--- config.mk ---
export PLATFORM = sky130hd
export DESIGN_NAME = key_loader
export DESIGN_NICKNAME = d
export VERILOG_FILES = /design/src/rtl/key_loader_pkg.sv /design/src/rtl/key_loader_accum.sv /design/src/rtl/key_loader.sv
export SDC_FILE = /design/constraint.sdc
export NUM_CORES = 1
export LEC_CHECK = 0
export CELL_PAD_IN_SITES_DETAIL_PLACEMENT = 1
export CELL_PAD_IN_SITES_GLOBAL_PLACEMENT = 1
export CORE_ASPECT_RATIO = 0.5
export CORE_MARGIN = 5
export CORE_UTILIZATION = 25
export DETAILED_ROUTE_END_ITERATION = 8
export PLACE_DENSITY = 0.56
export REMOVE_ABC_BUFFERS = 1
export SETUP_SLACK_MARGIN = 0.15
export SYNTH_ARGS = -nofsm -noshare
export SYNTH_HDL_FRONTEND = slang
export SYNTH_SLANG_ARGS = --single-unit
--- constraint.sdc ---
create_clock -name clk -period 5 [get_ports clk]
set_clock_uncertainty 0.05 [all_clocks]
set_input_delay 1.25 -clock clk [delete_from_list [all_inputs] [get_ports clk]]
set_output_delay 1.25 -clock clk [all_outputs]
set_load 0.01 [all_outputs]
--- src/rtl/key_loader_pkg.sv ---
// key_loader_pkg
// Shared constants for the key loader: default geometry, word-counter
// width helper and the FSM state encodings.
package key_loader_pkg;

  localparam int KEY_WIDTH_DEF  = 32;
  localparam int WORD_WIDTH_DEF = 8;
  localparam int WORDS          = KEY_WIDTH_DEF / WORD_WIDTH_DEF;
  localparam int CNT_W          = $clog2(WORDS + 1);

  // State | meaning
  // IDLE    | waiting for load_start, decoy on key_out
  // LOAD    | accepting data beats then the checksum beat
  // CHECK   | one cycle, compare checksum with accumulator
  // ARMED   | verified key on key_out, terminal until reset
  // FAIL    | checksum mismatch, decoy on key_out, retry allowed
  // LOCKOUT | retry budget exhausted, terminal until reset
  localparam logic [2:0] ST_IDLE    = 3'd0;
  localparam logic [2:0] ST_LOAD    = 3'd1;
  localparam logic [2:0] ST_CHECK   = 3'd2;
  localparam logic [2:0] ST_ARMED   = 3'd3;
  localparam logic [2:0] ST_FAIL    = 3'd4;
  localparam logic [2:0] ST_LOCKOUT = 3'd5;

  // Counter must reach WORDS (the checksum slot), hence words+1 codes.
  function automatic int cnt_width(input int words);
    return $clog2(words + 1);
  endfunction

endpackage

--- src/rtl/key_loader_accum.sv ---
// key_word_accum
// Shadow register that collects the key one word at a time plus the
// running XOR of all words written.
// Ports:
//   clk, rst  - clock, async active-high reset
//   clr       - zero shadow and accumulator (priority over load_en)
//   load_en   - write data into word slot idx and fold it into acc
//   idx       - word slot, 0 = least significant word
//   data      - word payload
//   shadow    - collected key (never exposed directly downstream)
//   acc       - XOR of all words written since the last clear
module key_word_accum
  import key_loader_pkg::*;
#(
  parameter int KEY_WIDTH  = KEY_WIDTH_DEF,
  parameter int WORD_WIDTH = WORD_WIDTH_DEF,
  parameter int CW         = CNT_W
) (
  input  logic                  clk,
  input  logic                  rst,
  input  logic                  clr,
  input  logic                  load_en,
  input  logic [CW-1:0]         idx,
  input  logic [WORD_WIDTH-1:0] data,
  output logic [KEY_WIDTH-1:0]  shadow,
  output logic [WORD_WIDTH-1:0] acc
);

  localparam int N_WORDS = KEY_WIDTH / WORD_WIDTH;

  logic [KEY_WIDTH-1:0]  shadow_q, shadow_d;
  logic [WORD_WIDTH-1:0] acc_q, acc_d;

  always_comb begin
    shadow_d = shadow_q;
    acc_d    = acc_q;
    if (clr) begin
      shadow_d = '0;
      acc_d    = '0;
    end else if (load_en) begin
      for (int k = 0; k < N_WORDS; k++) begin
        if (int'(idx) == k) shadow_d[k*WORD_WIDTH +: WORD_WIDTH] = data;
      end
      acc_d = acc_q ^ data;
    end
  end

  always_ff @(posedge clk or posedge rst) begin
    if (rst) begin
      shadow_q <= '0;
      acc_q    <= '0;
    end else begin
      shadow_q <= shadow_d;
      acc_q    <= acc_d;
    end
  end

  assign shadow = shadow_q;
  assign acc    = acc_q;

endmodule

--- src/rtl/key_loader.sv ---
// key_loader
// Receives an unlock key as byte beats on a valid/ready stream, verifies
// an XOR checksum beat and only then drives the key to the locked netlist.
// A decoy value is driven at all other times; MAX_RETRY bad checksums
// lock the block until reset.
// Ports:
//   clk, rst    - clock, async active-high reset
//   load_start  - one-cycle request to start (or retry) a load
//   s_valid, s_data, s_ready - key stream, beat = s_valid && s_ready
//   key_out     - key bus, bit i drives keyIn_0_i
//   key_valid   - key_out holds the verified key
//   busy        - loading or checking
//   err         - last attempt failed its checksum
//   lockout     - refused until reset
//   retry_cnt   - failed attempts so far
module key_loader
  import key_loader_pkg::*;
#(
  parameter int                   KEY_WIDTH  = KEY_WIDTH_DEF,
  parameter int                   WORD_WIDTH = WORD_WIDTH_DEF,
  parameter logic [KEY_WIDTH-1:0] DECOY      = '0,
  parameter int                   MAX_RETRY  = 3
) (
  input  logic                  clk,
  input  logic                  rst,
  input  logic                  load_start,
  input  logic                  s_valid,
  input  logic [WORD_WIDTH-1:0] s_data,
  output logic                  s_ready,
  output logic [KEY_WIDTH-1:0]  key_out,
  output logic                  key_valid,
  output logic                  busy,
  output logic                  err,
  output logic                  lockout,
  output logic [2:0]            retry_cnt
);

  localparam int N_WORDS = KEY_WIDTH / WORD_WIDTH;
  localparam int CW      = cnt_width(N_WORDS);

  logic [2:0]            state_q, state_d;
  logic [CW-1:0]         cnt_q, cnt_d;
  logic [WORD_WIDTH-1:0] csum_q, csum_d;
  logic [KEY_WIDTH-1:0]  key_q, key_d;
  logic                  key_valid_q, key_valid_d;
  logic                  err_q, err_d;
  logic [2:0]            retry_q, retry_d;

  logic                  clr, load_en, beat;
  logic [2:0]            retry_inc;
  logic [KEY_WIDTH-1:0]  shadow;
  logic [WORD_WIDTH-1:0] acc;

  assign beat      = s_valid && (state_q == ST_LOAD);
  assign retry_inc = retry_q + 3'd1;

  key_word_accum #(
    .KEY_WIDTH (KEY_WIDTH),
    .WORD_WIDTH(WORD_WIDTH),
    .CW        (CW)
  ) u_accum (
    .clk    (clk),
    .rst    (rst),
    .clr    (clr),
    .load_en(load_en),
    .idx    (cnt_q),
    .data   (s_data),
    .shadow (shadow),
    .acc    (acc)
  );

  always_comb begin
    state_d     = state_q;
    cnt_d       = cnt_q;
    csum_d      = csum_q;
    key_d       = key_q;
    key_valid_d = key_valid_q;
    err_d       = err_q;
    retry_d     = retry_q;
    clr         = 1'b0;
    load_en     = 1'b0;

    case (state_q)
      ST_IDLE, ST_FAIL: begin
        if (load_start) begin
          state_d = ST_LOAD;
          cnt_d   = '0;
          clr     = 1'b1;
        end
      end
      ST_LOAD: begin
        if (beat) begin
          if (cnt_q == CW'(N_WORDS)) begin
            csum_d  = s_data;
            state_d = ST_CHECK;
          end else begin
            load_en = 1'b1;
            cnt_d   = cnt_q + 1'b1;
          end
        end
      end
      ST_CHECK: begin
        if (csum_q == acc) begin
          // Only path by which the shadow register reaches key_out.
          state_d     = ST_ARMED;
          key_d       = shadow;
          key_valid_d = 1'b1;
          err_d       = 1'b0;
        end else begin
          retry_d = retry_inc;
          err_d   = 1'b1;
          state_d = (retry_inc == 3'(MAX_RETRY)) ? ST_LOCKOUT : ST_FAIL;
        end
      end
      ST_ARMED:   state_d = ST_ARMED;
      ST_LOCKOUT: state_d = ST_LOCKOUT;
      default:    state_d = ST_IDLE;
    endcase
  end

  always_ff @(posedge clk or posedge rst) begin
    if (rst) begin
      state_q     <= ST_IDLE;
      cnt_q       <= '0;
      csum_q      <= '0;
      key_q       <= DECOY;
      key_valid_q <= 1'b0;
      err_q       <= 1'b0;
      retry_q     <= 3'd0;
    end else begin
      state_q     <= state_d;
      cnt_q       <= cnt_d;
      csum_q      <= csum_d;
      key_q       <= key_d;
      key_valid_q <= key_valid_d;
      err_q       <= err_d;
      retry_q     <= retry_d;
    end
  end

  assign s_ready   = (state_q == ST_LOAD);
  assign busy      = (state_q == ST_LOAD) || (state_q == ST_CHECK);
  assign lockout   = (state_q == ST_LOCKOUT);
  assign key_out   = key_q;
  assign key_valid = key_valid_q;
  assign err       = err_q;
  assign retry_cnt = retry_q;

endmodule

[Word level (Yosys, flattened, before mapping)]
Cells that the tools add are included.
Storage, ports and cells
  register bits after elaboration: 91
  input port bits: 12
  output and inout bits: 40
  logic and storage cells: 75
Cells by class
  add/sub/neg operators: 2
  eq/ne operators: 15
  muxes and demuxes: 24
  bitwise operators: 2
  reductions and logical operators: 20
Operators with widths (count)
  $mux 32: 2
  $mux 8: 6
  $mux 3: 7
  $eq 3x3->1 const B: 5
  $pmux 3 s5: 1
  $eq 3x2->1 const B: 4
  $reduce_and 2->1: 6
  $reduce_bool 2->1: 6
  $eq 8x8->1: 1
  $xor 8x8->8: 1
  $mux 1: 7
  $add 3x1->3 const B: 2
  $logic_not 3->1: 2
  $pmux 3 s2: 1
  $reduce_and 3->1: 2
  $ne 2x1->1 const B: 2
  $ne 2x2->1 const B: 2
  $reduce_and 4->1: 1
  $eq 3x1->1 const B: 1
  $reduce_or 2->1: 1
  $logic_and 1x1->1: 1
  $logic_or 1x1->1: 1
  $not 1->1: 1

[Depth between registers and ports, before layout]
Gate-level depths: netlist (run 1).
  word-level depth: 6
  depth in mapped cells: 7
  gate-level depth less buffers: 6

[Modules after synthesis]
From an unflattened synthesis (run 1), not the netlist that was laid out.
Second synthesis, totals
  cell total of the unflattened synthesis: 308
  area, all modules: 4169.0 um2
Modules (own cells, without submodules)
  key_loader: times used 1, cells each 156, area each 2317.2 um2, sequential area each 1276.2 um2
  key_word_accum: times used 1, cells each 152, area each 1851.8 um2, sequential area each 1001.0 um2

[Worst setup path before layout (run 1)]
No wires, ideal clock.
  kind: input-to-reg
  start: input s_valid
  end: register u_accum.shadow_q[24], in the netlist u_accum.shadow[24]
  setup time: 0.132 ns
  arrival: 2.411 ns
  data required time: 4.818 ns
  slack: 2.407 ns
  cell stages on the path: 6
  path buffers: 2
  path through: buf_2 > a21boi_0 > buf_2 > nand3_1 > mux2i_1 > nor2_1
On the way
  word-level cells in the longest chain between the ends: 5
RTL lines
  start: declaration: line key_loader.sv:27  | input logic s_valid,
  $logic_and 1x1->1: line key_loader.sv:54  | assign beat = s_valid && (state_q == ST_LOAD);
  $mux 1: line key_loader.sv:92  | if (beat) begin
  $mux 1: line key_loader.sv:83  | case (state_q)
  $reduce_bool 2->1 (no source line)
  $reduce_and 2->1 (no source line)
  end signal: assignment: line key_loader_accum.sv:53  | shadow_q <= shadow_d;
  end: declaration: line key_loader_accum.sv:31  | logic [KEY_WIDTH-1:0] shadow_q, shadow_d;
Every way passes these cells.
A chain may end at the register's enable or synchronous reset.

[Final worst setup path (run 1)]
  start: register state_q[0]
  end: output busy
On the way
  word-level cells in the longest chain between the ends: 2
  elaborated cells on any way between the ends: 3
  those cells by class: 2 x eq/ne; 1 x reduce/logical
RTL lines
  start: declaration: line key_loader.sv:41  | logic [2:0] state_q, state_d;
  start signal: assignment: line key_loader.sv:131  | state_q <= state_d;
  $eq 3x1->1 or $eq 3x2->1 (tied branches): line key_loader.sv:142  | assign busy = (state_q == ST_LOAD) || (state_q == ST_CHECK);
  $logic_or 1x1->1 *: line key_loader.sv:142
  end: declaration: line key_loader.sv:32  | output logic busy,
Every way passes the cells marked *; elsewhere a longest branch is shown, timed or not.

==> flow_summary_export.csv, run 1 <==
group,metric,value,unit
run_status,status,"finished clean",
cts,numCtsBuffers,9,
route,vias_per_cell,4.28,
cts,clkSlewWorstSetupHoldPaths,0.06,ns
route,drt_iter0_drc,88,
place,port_buffers,51,
floorplan,die_w,189,um
sta,min_period_over_period,66.5,%
route,dr_total_vias,2402,
cts,cts_setup_buffers,0,
global_route,antenna_found_initial,0,
cts,hold_buffers,0,
critical_path,slowest_delay,0.53,ns
sta,setup_viol,0,
pwr,power_density,554,nW/um^2
sta,drv_slew,0,
worst_hold_path,hold_start,"key_valid$_DFFE_PP0P_",
synth,seq_area_frac_synth,56.8,%
worst_hold_path,min_path_cells,1,
cts,htreeDepth,3,
synth,synth_flop_cell,"dfrtp_1",
cts,root_buffer,"clkbuf_16",
global_route,grt_max_degree,50,
layout,drive_gt1_share,21.0,%
route,antenna_left,0,
cts,cts_tree,"built",
route,drtPass1Iterations,4,
sta,timing.fmax,0.301,GHz
critical_path,crit_start,"state_q[0]$_DFFE_PP0P_",
floorplan,die_y,99.6,um
critical_path,worstPathArrival,2.03,ns
synth,syn_area,4010,sq um
cts,cts-resized-gates,0,
cts,cts_sinks,91,
sta,fin_setup_tns,0,ns
layout,final_nets,371,
floorplan,dieArea,18800,sq um
pwr,power_leakage,2.61,nW
global_route,grt_overflow,0,
synth,yosys-top-cells-count,"91 x dfrtp_1, 41 x nor2_1, 33 x mux2i_1, 26 x mux2_4, 17 x xor2_1",
floorplan,io_pins,52,
route,drc,0,
layout,area_growth,26.1,%
critical_path,setup.worst_path.class,"reg2out",
critical_path,critPathLaunchType,"register",
synth,syn_inst,299,
synth,yosysTopAreaCellShare,56.8,%
pwr,vdd_ir_drop_max,176,uV
cts,worstSkewPairLatency,0.34,ns
floorplan,rows,32,
sta,rsz0062_at_grt,"no",
worst_hold_path,hold_class,"reg2reg",
place,dp_hpwl,5870,um
critical_path,reg2reg_to,"key_out[7]$_DFFE_PP0P_",
route,drt-total-wl,8870,um
critical_path,critPathSlowestCell,"clkdlybuf4s50_1",
route,wire_per_inst,15.8,um
synth,synthTopCellsByArea,"dfrtp_1 57%, mux2_4 9.7%, mux2i_1 8.2%, mux2_2 3.9%, nor2_1 3.8%",
sta,layout_min_cycle_time,3.33,ns
floorplan,start_util,25.7,%
synth,yosys_register_bits,91,
global_route,grt_pass1_vias,2566,
synth,yosysMostFrequentCell,"dfrtp_1",
floorplan,core,15600,sq um
synth,yosys.area.top_type,"dfrtp_1",
sta,finalHoldViolCount,0,
layout,fin_cells,561,
sta,worst_slew_pin_slew,0.825,ns
global_route,grt_pass1_wl,14600,um
critical_path,required,3.70,ns
critical_path,path_cells,"nor3b_2, buf_4, or2_2, clkdlybuf4s50_1",
cts,cts_buffer_depth,2,
sta,hold_ws,0.422,ns
synth,ys_types,35,
worst_hold_path,worstHoldEndpoint,"key_valid$_DFFE_PP0P_",
critical_path,r2r_cells,4,
synth,yosys_warnings,0,
critical_path,end_kind,"primary output",
synth,async_flop_share,100,%
place,place_congestion,0.667,
place,dp.cells,545,
synth,syn-mean-instance-area,13.4,sq um
critical_path,r2r_slack,2.51,ns
flow_run,drv_cap,0,
critical_path,crit_fanout,20,
global_route,grt_usage,9.92,%
critical_path,r2r_start,"csum_q[3]$_DFFE_PP0P_",
synth,synth_edf_count,0,
sta,relSlewSlack,44.9,%
layout,diodes,0,
-- flip-flops by register name, summed over array words and instances (netlist names) --
signal          cells
cnt_q               3
csum_q              8
err                 1
key_out            32
key_valid           1
retry_cnt           3
state_q             3
u_accum.acc         8
u_accum.shadow     32
-- layer usage --
layer | wire, um | share of wire [%] | global-route usage [%]
met1 | 4520 | 51 | 13.5
met5 | 0 | 0 | 0
met4 | 95 | 1.1 | 2.85
met3 | 294 | 3.3 | 2.91
met2 | 3970 | 45 | 15.4
-- metrics by stage --
stage / utilization [%] / power [W] / cell area [sq um] / setup slack [ns]
floorplan: - / 0.00170 / 3930 / 0.741
detailed placement: 30.4 / 0.00214 / 4740 / 1.72
finish: 32.5 / 0.00280 / 5050 / 1.67
global route: 32.5 / 0.00299 / 5050 / 1.57
global placement: 30.4 / 0.00212 / 4740 / 1.78
CTS: 32.5 / 0.00286 / 5050 / 1.65
-- power by group --
group | leakage (nW) | switching (W) | total [W] | internal (W)
Combinational | 1.23 | 0.000446 | 0.000965 | 0.000519
Sequential | 1.23 | 0.000165 | 0.00113 | 0.000967
Clock | 0.152 | 0.000288 | 0.000705 | 0.000417
-- layout make-up --
class                   count  area [sq um]
inverters                   9          35.0
multi-input cells         185          1630
clock inverters             5          60.1
well taps                 204           255
fillers                  1645         10500
clock buffers              11           253
flip-flops and latches     91          2280
repair buffers             56           548
-- cell families after synthesis --
group,count (synthesis),synth area share [%]
AO/OA/AOI/OAI,15,2.81
XOR/XNOR,19,4.15
adder cells (fa/ha/maj),7,2.18
buffers and inverters,23,2.90
flip-flops,91,56.8
multiplexers,73,21.9
AND/OR/NAND/NOR,71,9.27
-- worst max-delay path by stage --
stage | endpoint | slack [ns] | cells after the start
2_1_floorplan | cnt_q[2]$_DFFE_PP0P_ | 0.74 | 4
3_3_place_gp | u_accum.shadow[24]$_DFFE_PP0P_ | 1.78 | 6
3_5_place_dp | u_accum.shadow[30]$_DFFE_PP0P_ | 1.72 | 6
4_1_cts | busy | 1.65 | 4
5_1_grt | busy | 1.57 | 4
6_report | busy | 1.67 | 4
-- layout by cell type, fill, tap and decap left out, drive strengths merged, types with 2 or more instances in the layout --
| cell type | Yosys | layout |
|---|---|---|
| mux2i | 33 | 33 |
| a21o | 2 | 2 |
| nor3 | 2 | 2 |
| nand4 | 3 | 3 |
| xnor2 | 2 | 2 |
| nor3b | 4 | 4 |
| dfrtp | 91 | 91 |
| ha | 7 | 7 |
| nor2 | 41 | 41 |
| clkdlybuf4s50 | 0 | 51 |
| inv | 9 | 9 |
| nor4 | 2 | 2 |
| a21oi | 4 | 4 |
| nand3 | 11 | 11 |
| clkbuf | 5 | 11 |
| clkinv | 0 | 3 |
| mux2 | 40 | 40 |
| nand2 | 4 | 4 |
| buf | 9 | 5 |
| xor2 | 17 | 17 |
-- worst max-delay path: cells and delay by family (launching register included) --
family | cells | cell delay [ns]
DFF | 1 | 0.52
and+or+nand+nor | 2 | 0.37
buffers and inverters | 2 | 0.81
Power figures use the tool's default switching activity.
==> inputs of run 2 (changes only) <==
==> constraint.sdc (replaced) <==
create_clock -name clk -period 3.5 [get_ports clk]
set_clock_uncertainty 0.05 [all_clocks]
set_input_delay 0.875 -clock clk [delete_from_list [all_inputs] [get_ports clk]]
set_output_delay 0.875 -clock clk [all_outputs]
set_load 0.01 [all_outputs]
==> run 2 against run 1 <==
Sequential power up 44%. Non-clock buffer count is 4 higher. Power up 42%. Hold slack better by 0.010 ns. Global-route usage is 0.071 points higher. Register-to-register slack worse by 1.3 ns. Count of clock-buffer cells in the layout is 2 higher. Critical endpoint is now s_ready.
==> flow_summary_export.csv, run 2 (same netlist as run 1, synthesis figures left out) <==
group,metric,value,unit
pwr,p_seq_share,40.8,%
floorplan,dieArea,18800,sq um
critical_path,setup.worst_path.class,"reg2out",
layout,final_nets,375,
sta,fin_ws,0.531,ns
layout,drive_gt1_share,21.1,%
pwr,p_comb_share,34.8,%
route,dr_total_vias,2424,
route,vias_per_cell,4.30,
sta,layout_min_cycle_time,2.97,ns
cts,hold_buffers,0,
critical_path,worstPathArrival,2.04,ns
sta,fin_setup_tns,0,ns
cts,cts_buffer_depth,2,
layout,fillers,1646,
route,wire_per_inst,16.0,um
layout,diodes,0,
layout,final_cell_mix,"91 x dfrtp_1, 51 x clkdlybuf4s50_1, 41 x nor2_1",
place,dp.cells,549,
sta,rsz0062_at_grt,"no",
cts,root_buffer,"clkbuf_16",
cts,clkSlewWorstSetupHoldPaths,0.06,ns
pwr,internal-power,0.00272,W
sta,drv_slew,0,
layout,area_growth,27.0,%
run_status,status,"finished clean",
critical_path,required,2.57,ns
floorplan,core,15600,sq um
global_route,antenna_found_initial,0,
floorplan,io_pins,52,
worst_hold_path,hold_class,"reg2reg",
sta,setup_viol,0,
layout,final_common_cell,"dfrtp_1",
sta,hold_ws,0.433,ns
global_route,grt_overflow,0,
route,drt_iter0_drc,123,
global_route,grt_pass1_wl,14700,um
place,dp_hpwl,6210,um
pwr,switching_share,31.7,%
pwr,vdd_ir_drop_max,264,uV
cts,numCtsBuffers,9,
floorplan,die_y,99.6,um
sta,min_period_over_period,84.8,%
cts,worstSkewPairLatency,0.33,ns
place,port_buffers,51,
floorplan,rows,32,
sta,timing.fmax,0.337,GHz
route,drc,0,
floorplan,start_util,25.7,%
cts,cts-resized-gates,0,
sta,finalHoldViolCount,0,
critical_path,path_cells,"nor3b_2, buf_4, clkdlybuf4s50_1",
route,drtPass1Iterations,4,
sta,worst_slew_pin_slew,0.603,ns
place,place_congestion,0.689,
cts,cts_setup_buffers,0,
cts,cts_sinks,91,
global_route,grt_max_degree,43,
pwr,power_leakage,2.63,nW
critical_path,crit_fanout,18,
critical_path,critPathSlowestCell,"clkdlybuf4s50_1",
cts,htreeDepth,3,
sta,relSlewSlack,59.8,%
critical_path,slowest_delay,0.58,ns
global_route,grt_usage,9.99,%
pwr,switchingPower,0.00127,W
pwr,power_density,784,nW/um^2
critical_path,critPathLaunchType,"register",
pwr,clockPowerShare,24.4,%
route,antenna_left,0,
place,pre_cts_slack,0.773,ns
floorplan,die_w,189,um
route,drt-total-wl,9030,um
layout,fin_cells,564,
critical_path,end_kind,"primary output",
global_route,grt_pass1_vias,2601,
flow_run,drv_cap,0,
cts,cts_tree,"built",
==> run 2: cell count changes in the layout (fill, tap and decap cells not counted) <==
cell / change
buf_12: +2
buf_4: +2
clkbuf_1: +2
clkinv_4: -1
clkinvlp_4: -1
inv_6: -1
==> run 2: worst paths after layout <==
| path | cells after the start | slack, ns | end | from |
|---|---|---|---|---|
| max in group asynchronous | 3 | 1.87 | u_accum.shadow[27]$_DFFE_PP0P_ | rst |
| min in group asynchronous | 2 | 0.82 | key_out[14]$_DFFE_PP0P_ | rst |
| hold reg to reg | 1 | 0.43 | key_valid$_DFFE_PP0P_ | key_valid$_DFFE_PP0P_ |
| setup / recovery | 3 | 0.53 | s_ready | state_q[0]$_DFFE_PP0P_ |
| setup reg to reg | 5 | 1.17 | key_out[1]$_DFFE_PP0P_ | csum_q[3]$_DFFE_PP0P_ |
| hold / removal | 1 | 0.43 | key_valid$_DFFE_PP0P_ | key_valid$_DFFE_PP0P_ |
==> run 2: cell type report <==
| class | instances | area (sq um) | area share, % |
|---|---|---|---|
| sequential | 91 | 2280 | 44.7 |
| inverter | 9 | 35.0 | 0.688 |
| tap | 204 | 255 | 5.01 |
| multi-input combinational | 185 | 1630 | 31.9 |
| clock inverter | 2 | 35.0 | 0.688 |
| clock buffer | 13 | 260 | 5.11 |
| timing repair buffer | 60 | 603 | 11.8 |
==> run 2: routing by layer <==
| metal | wire length (um) | track usage [%] |
|---|---|---|
| met1 | 4450 | 13.3 |
| met4 | 118 | 3.36 |
| met3 | 357 | 3.05 |
| met2 | 4100 | 15.7 |
| met5 | 0 | 0 |
==> run 2: per-stage QoR <==
step | power, W | instance area (sq um) | util [%]
CTS | 0.00407 | 5090 | 32.7
global placement | 0.00305 | 4800 | 30.8
detailed placement | 0.00307 | 4800 | 30.8
floorplan | 0.00242 | 3930 | -
global route | 0.00426 | 5090 | 32.7
finish | 0.00399 | 5090 | 32.7
==> run 2: worst max-delay path, delay by kind of cell, from the launching register on <==
family / cells / cell delay (ns)
simple gates: 1 / 0.32
flops: 1 / 0.51
buf+inv: 2 / 0.87
==> run 2: power groups by stage <==
| stage | Sequential, W | Combinational (W) | Clock [W] |
|---|---|---|---|
| floorplan | 0.00166 | 0.000768 | 0 |
| global placement | 0.00165 | 0.00140 | 0 |
| detailed placement | 0.00165 | 0.00141 | 0 |
| CTS | 0.00164 | 0.00142 | 0.00101 |
| global route | 0.00168 | 0.00153 | 0.00105 |
| finish | 0.00163 | 0.00139 | 0.000973 |
==> RTL edit 1: new RTL, settings of run 2 <==
`WORD_WIDTH_DEF`: 8 -> 16.
--- a/src/rtl/key_loader_pkg.sv
+++ b/src/rtl/key_loader_pkg.sv
@@ -6,3 +6,3 @@
   localparam int KEY_WIDTH_DEF  = 32;
-  localparam int WORD_WIDTH_DEF = 8;
+  localparam int WORD_WIDTH_DEF = 16;
   localparam int WORDS          = KEY_WIDTH_DEF / WORD_WIDTH_DEF;
Ports: changed (resized s_data); port bits go from 52 to 60. The function was not compared with the original's and may differ.
==> RTL edit 1 against run 2 <==
  * Cell count increased by 24%
  * Routed wire length increased by 18%
  * Worst setup slack improved by 0.13 ns
  * Sequential cell count increased by 15
  * Power increased by 2.2%
  * Synthesized area increased by 16%
  * Largest cell class unchanged
  * Hold slack improved by 0.0029 ns
  * Cell area increased by 14%
==> RTL edit 1: results (changes against run 2) <==
<table>
<tr><th>Metric</th><th>Value</th></tr>
<tr><th colspan="2">Power</th></tr>
<tr><td>Maximum ir drop on the vdd rail</td><td>0.255 mV (-3.3%)</td></tr>
<tr><th colspan="2">Synth</th></tr>
<tr><td>Mux cell area share after synthesis</td><td>14.2% (-7.7 points)</td></tr>
<tr><td>Dominant cells by area after synthesis</td><td>dfrtp_1 (57%), mux2_4 (9.1%), nand2_1 (6.9%), xor2_1 (6.0%), mux2_2 (5.1%)</td></tr>
<tr><td>Number of distinct library cell variants in the gate-level netlist after synthesis</td><td>36 (+2.9%)</td></tr>
<tr><td>Post-synthesis async set-or-reset flop share</td><td>100% (unchanged)</td></tr>
<tr><td>Commonest cells in the synthesized netlist</td><td>dfrtp_1 (106), nand2_1 (85), nand3_1 (33)</td></tr>
<tr><td>Area share of xor/xnor cells in the synthesized design</td><td>6.61% (+2.5 points)</td></tr>
<tr><th colspan="2">Placed design</th></tr>
<tr><td>Placed instance count</td><td>683 (+24%)</td></tr>
<tr><td>Quantity of I/O buffers inserted on ports</td><td>59 (+16%)</td></tr>
<tr><td>Routability congestion estimate</td><td>0.703 (+2.1%)</td></tr>
<tr><td>Placed cell area</td><td>5500 um^2 (+15%)</td></tr>
<tr><td>HPWL after DPL</td><td>7400 um (+19%)</td></tr>
<tr><td>Worst slack, placed</td><td>0.837 ns (+0.0641 ns)</td></tr>
<tr><th colspan="2">STA</th></tr>
<tr><td>Slew of the pin with the lowest slew margin</td><td>0.700 ns (+0.0965 ns)</td></tr>
<tr><th colspan="2">Run status</th></tr>
<tr><td>Result of the run</td><td>completed</td></tr>
<tr><th colspan="2">Routing</th></tr>
<tr><td>Via count</td><td>2,902 (+20%)</td></tr>
<tr><td>Detailed router's first-iteration violation count</td><td>87 (-29%)</td></tr>
<tr><td>Average wire per standard cell</td><td>15.3 um (-4.3%)</td></tr>
<tr><td>DRT Wirelength</td><td>10,700 um (+18%)</td></tr>
<tr><th colspan="2">Worst setup path</th></tr>
<tr><td>Delay of the slowest critical-path stage</td><td>0.53 ns (-0.05 ns)</td></tr>
<tr><td>Dominant delay contributor by cell family on the critical path</td><td>simple AND/OR/NAND/NOR gates</td></tr>
<tr><td>Maximum fanout encountered on the critical timing path</td><td>6 (-12)</td></tr>
<tr><th colspan="2">Cells and area</th></tr>
<tr><td>Net count reported at finish</td><td>479 (+28%)</td></tr>
<tr><td>Share of layout cells above drive strength 1</td><td>17.9% (-3.2 points)</td></tr>
<tr><td>Total of fill cells in the finished design</td><td>2,017 (+23%)</td></tr>
<tr><th colspan="2">CTS</th></tr>
<tr><td>Later-pin clock latency in the skew report</td><td>0.35 ns (+0.02 ns)</td></tr>
<tr><th colspan="2">GRT</th></tr>
<tr><td>Number of global-route vias before repair</td><td>3,238 (+24%)</td></tr>
<tr><td>Maximum number of pins on one net before global-route repair</td><td>46 (+7.0%)</td></tr>
<tr><td>Global routing usage summed across all routing layers</td><td>10.5% (+0.49 points)</td></tr>
<tr><td>Wire length of the first global-routing pass</td><td>17,900 um (+21%)</td></tr>
</table>
RTL edit 1: final cells by class:
cell class	instances	area, um^2	area share, %
Tap cell	240	300	5.18
Sequential cell	106	2650	45.7
Inverter	6	25.0	0.431
Timing Repair Buffer	71	693	11.9
Clock inverter	4	51.3	0.884
Multi-Input combinational cell	260	1830	31.5
Clock buffer	11	253	4.36
RTL edit 1: logic make-up after synthesis:
kind of cell    after synthesis
compound gates               12
flops                       106
simple gates                159
buf+inv                      26
xor+xnor                     35
mux                          49
fa+ha+maj                     5
RTL edit 1: power breakdown:
part | internal [W] | leakage (nW) | total [W] | switching (W)
sequential | 0.00160 | 1.41 | 0.00187 | 0.000263
combinational | 0.000553 | 1.30 | 0.00118 | 0.000628
clock | 0.000590 | 0.148 | 0.00103 | 0.000444
total | 0.00275 | 2.86 | 0.00408 | 0.00133
RTL edit 1: path summary, 6_finish.rpt:
path,cells past startpoint,end,start,slack (ns)
worst min-delay path,1,key_valid,key_valid,0.44
worst max register to register,5,key_out[25],u_accum.acc[5],0.84
worst max-delay path,3,busy,state_q[2],0.66
min in group asynchronous,2,key_out[31],rst,0.92
worst min register to register,1,key_valid,key_valid,0.44
max in group asynchronous,3,csum_q[1],rst,1.75
RTL edit 1: layer usage:
layer  vias to the layer above  share of wire [%]  GRT usage [%]  routed length [um]
met5                         -                  0              0                   0
met4                         0                1.2           2.90                 129
met3                        10                2.1           2.44                 220
met2                        23                 45           16.2                4780
met1                      1463                 52           14.8                5560
li1                       1406                  -              -                   -
==> RTL edit 2: new RTL, flow settings as in run 2 <==
Made on the original files. Take the reset off `csum_q` and load it in a clocked block of its own.
--- a/src/rtl/key_loader.sv
+++ b/src/rtl/key_loader.sv
@@ -124,3 +124,2 @@
       cnt_q       <= '0;
-      csum_q      <= '0;
       key_q       <= DECOY;
@@ -132,3 +131,2 @@
       cnt_q       <= cnt_d;
-      csum_q      <= csum_d;
       key_q       <= key_d;
@@ -138,2 +136,6 @@
     end
+  end
+
+  always_ff @(posedge clk) begin
+    csum_q <= csum_d;
   end
Check against the original RTL: same outputs for any inputs over 10 cycles, from zero or initial values and one cycle with rst high; that may be too few to reach the edited logic, so the function may still have changed.
==> RTL edit 2 against run 2 <==
  * Cell area shrank 4.7%
  * Routed wire length grew 0.79%
  * Core utilization is 0.23 points higher
  * Global-route usage is 0.85 points higher
  * Power decreased by 20%
  * Worst setup slack better by 0.11 ns
  * Synthesized area shrank 4.7%
  * Via count down 0.58%
  * Sequential cell count did not move
  * Critical path type unchanged
  * Largest cell class unchanged
==> RTL edit 2: results (changes against run 2) <==
<table>
<tr><th>Metric</th><th>Value</th></tr>
<tr><th colspan="2">Synth</th></tr>
<tr><td>Dominant cells by area after synthesis</td><td>dfrtp_1 (54%), mux2_2 (8.8%), mux2i_1 (8.6%), edfxtp_1 (6.3%), nor2_1 (4.2%)</td></tr>
<tr><td>Most used flip-flop cell after synthesis</td><td>dfrtp_1</td></tr>
<tr><td>Sequential cell area fraction in the yosys report</td><td>60.6% (+3.8 points)</td></tr>
<tr><td>Number of synthesized flops with an enable pin</td><td>8 (+8)</td></tr>
<tr><td>Number of distinct library cell variants in the gate-level netlist after synthesis</td><td>31 (-11%)</td></tr>
<tr><td>Post-synthesis async set-or-reset flop share</td><td>91.2% (-8.8 points)</td></tr>
<tr><td>Commonest cells in the synthesized netlist</td><td>dfrtp_1 (83), nor2_1 (43), mux2i_1 (33)</td></tr>
<tr><th colspan="2">STA</th></tr>
<tr><td>Relative slew slack</td><td>52.1% (-7.7 points)</td></tr>
<tr><th colspan="2">Routing</th></tr>
<tr><td>DRT Wirelength</td><td>9100 um (+0.79%)</td></tr>
<tr><td>Detailed router's first-iteration violation count</td><td>60 (-51%)</td></tr>
<tr><td>Via count</td><td>2,410 (-0.58%)</td></tr>
<tr><th colspan="2">Cells and area</th></tr>
<tr><td>Share of layout cells above drive strength 1</td><td>16.5% (-4.6 points)</td></tr>
<tr><td>Net count reported at finish</td><td>366 (-2.4%)</td></tr>
<tr><th colspan="2">Placed design</th></tr>
<tr><td>HPWL after DPL</td><td>6290 um (+1.3%)</td></tr>
<tr><td>Routability congestion estimate</td><td>0.728 (+5.7%)</td></tr>
<tr><td>Placed cell area</td><td>4580 um^2 (-4.5%)</td></tr>
<tr><td>Worst slack, placed</td><td>0.658 ns (-0.115 ns)</td></tr>
<tr><th colspan="2">GRT</th></tr>
<tr><td>Wire length of the first global-routing pass</td><td>15,300 um (+3.6%)</td></tr>
<tr><td>Global routing usage summed across all routing layers</td><td>10.8% (+0.85 points)</td></tr>
<tr><td>Number of global-route vias before repair</td><td>2,757 (+6.0%)</td></tr>
<tr><td>Maximum number of pins on one net before global-route repair</td><td>53 (+23%)</td></tr>
<tr><th colspan="2">Power</th></tr>
<tr><td>Maximum ir drop on the vdd rail</td><td>0.242 mV (-8.2%)</td></tr>
<tr><td>Lkg Pwr</td><td>2.29 nW (-13%)</td></tr>
<tr><td>Total internal power</td><td>0.00219 W (-19%)</td></tr>
<tr><td>Part of the total power dissipated in sequential elements</td><td>47.5% (+6.7 points)</td></tr>
<tr><td>Pwr/cell area</td><td>658 nW/um^2 (-16%)</td></tr>
<tr><th colspan="2">Worst setup path</th></tr>
<tr><td>Reg-to-reg slack, setup</td><td>1.19 ns (+0.02 ns)</td></tr>
<tr><td>FF-to-FF Start</td><td>state_q[1]</td></tr>
<tr><th colspan="2">Run status</th></tr>
<tr><td>Result of the run</td><td>completed</td></tr>
</table>
RTL edit 2: final cells by class:
type | instances | area [um^2] | area share, %
well taps | 198 | 248 | 5.10
flip-flops and latches | 91 | 2320 | 47.7
inverters | 7 | 27.5 | 0.567
clock buffers | 13 | 250 | 5.16
repair buffers | 58 | 576 | 11.9
multi-input cells | 180 | 1410 | 29.1
clock inverters | 3 | 23.8 | 0.490
RTL edit 2: worst max-delay path by stage:
stage / endpoint / slack (ns) / cells after the start
final: busy / 0.64 / 4
after global routing: busy / 0.47 / 4
after CTS: busy / 0.62 / 4
after detailed placement: u_accum.shadow[29] / 0.66 / 5
after global placement: u_accum.shadow[30] / 0.77 / 5
after floorplan: cnt_q[1] / -0.28 / 4
RTL edit 2: per-stage QoR:
stage	hold slack (ns)	instances	setup TNS [ns]
final	0.422	550	0
after CTS	0.429	550	0
after floorplan	0.414	278	-0.824
after global routing	0.453	550	0
after detailed placement	0.413	534	0
after global placement	0.404	534	0
RTL edit 2: worst max-delay path, stage by stage (launching register included):
cell	delay (ns)
dfrtp_1	0.52
nand2b_1	0.17
nor2_1	0.21
or2_2	0.16
clkdlybuf4s50_1	0.53
RTL edit 2: per-layer routing:
layer	track usage, %	part of all wire, %	vias to the layer above
met2	18.1	49	25
met5	0	0	-
met3	3.55	4.3	8
met4	3.21	1.2	0
li1	-	-	1105
met1	13.4	45	1272
RTL edit 2: cell families after synthesis:
group / count (synthesis) / synth area share [%]
buffers and inverters: 20 / 2.72
flip-flops: 91 / 60.6
AO/OA/AOI/OAI: 11 / 1.77
adder cells (fa/ha/maj): 7 / 2.29
XOR/XNOR: 19 / 4.35
AND/OR/NAND/NOR: 78 / 10.2
multiplexers: 65 / 18.1
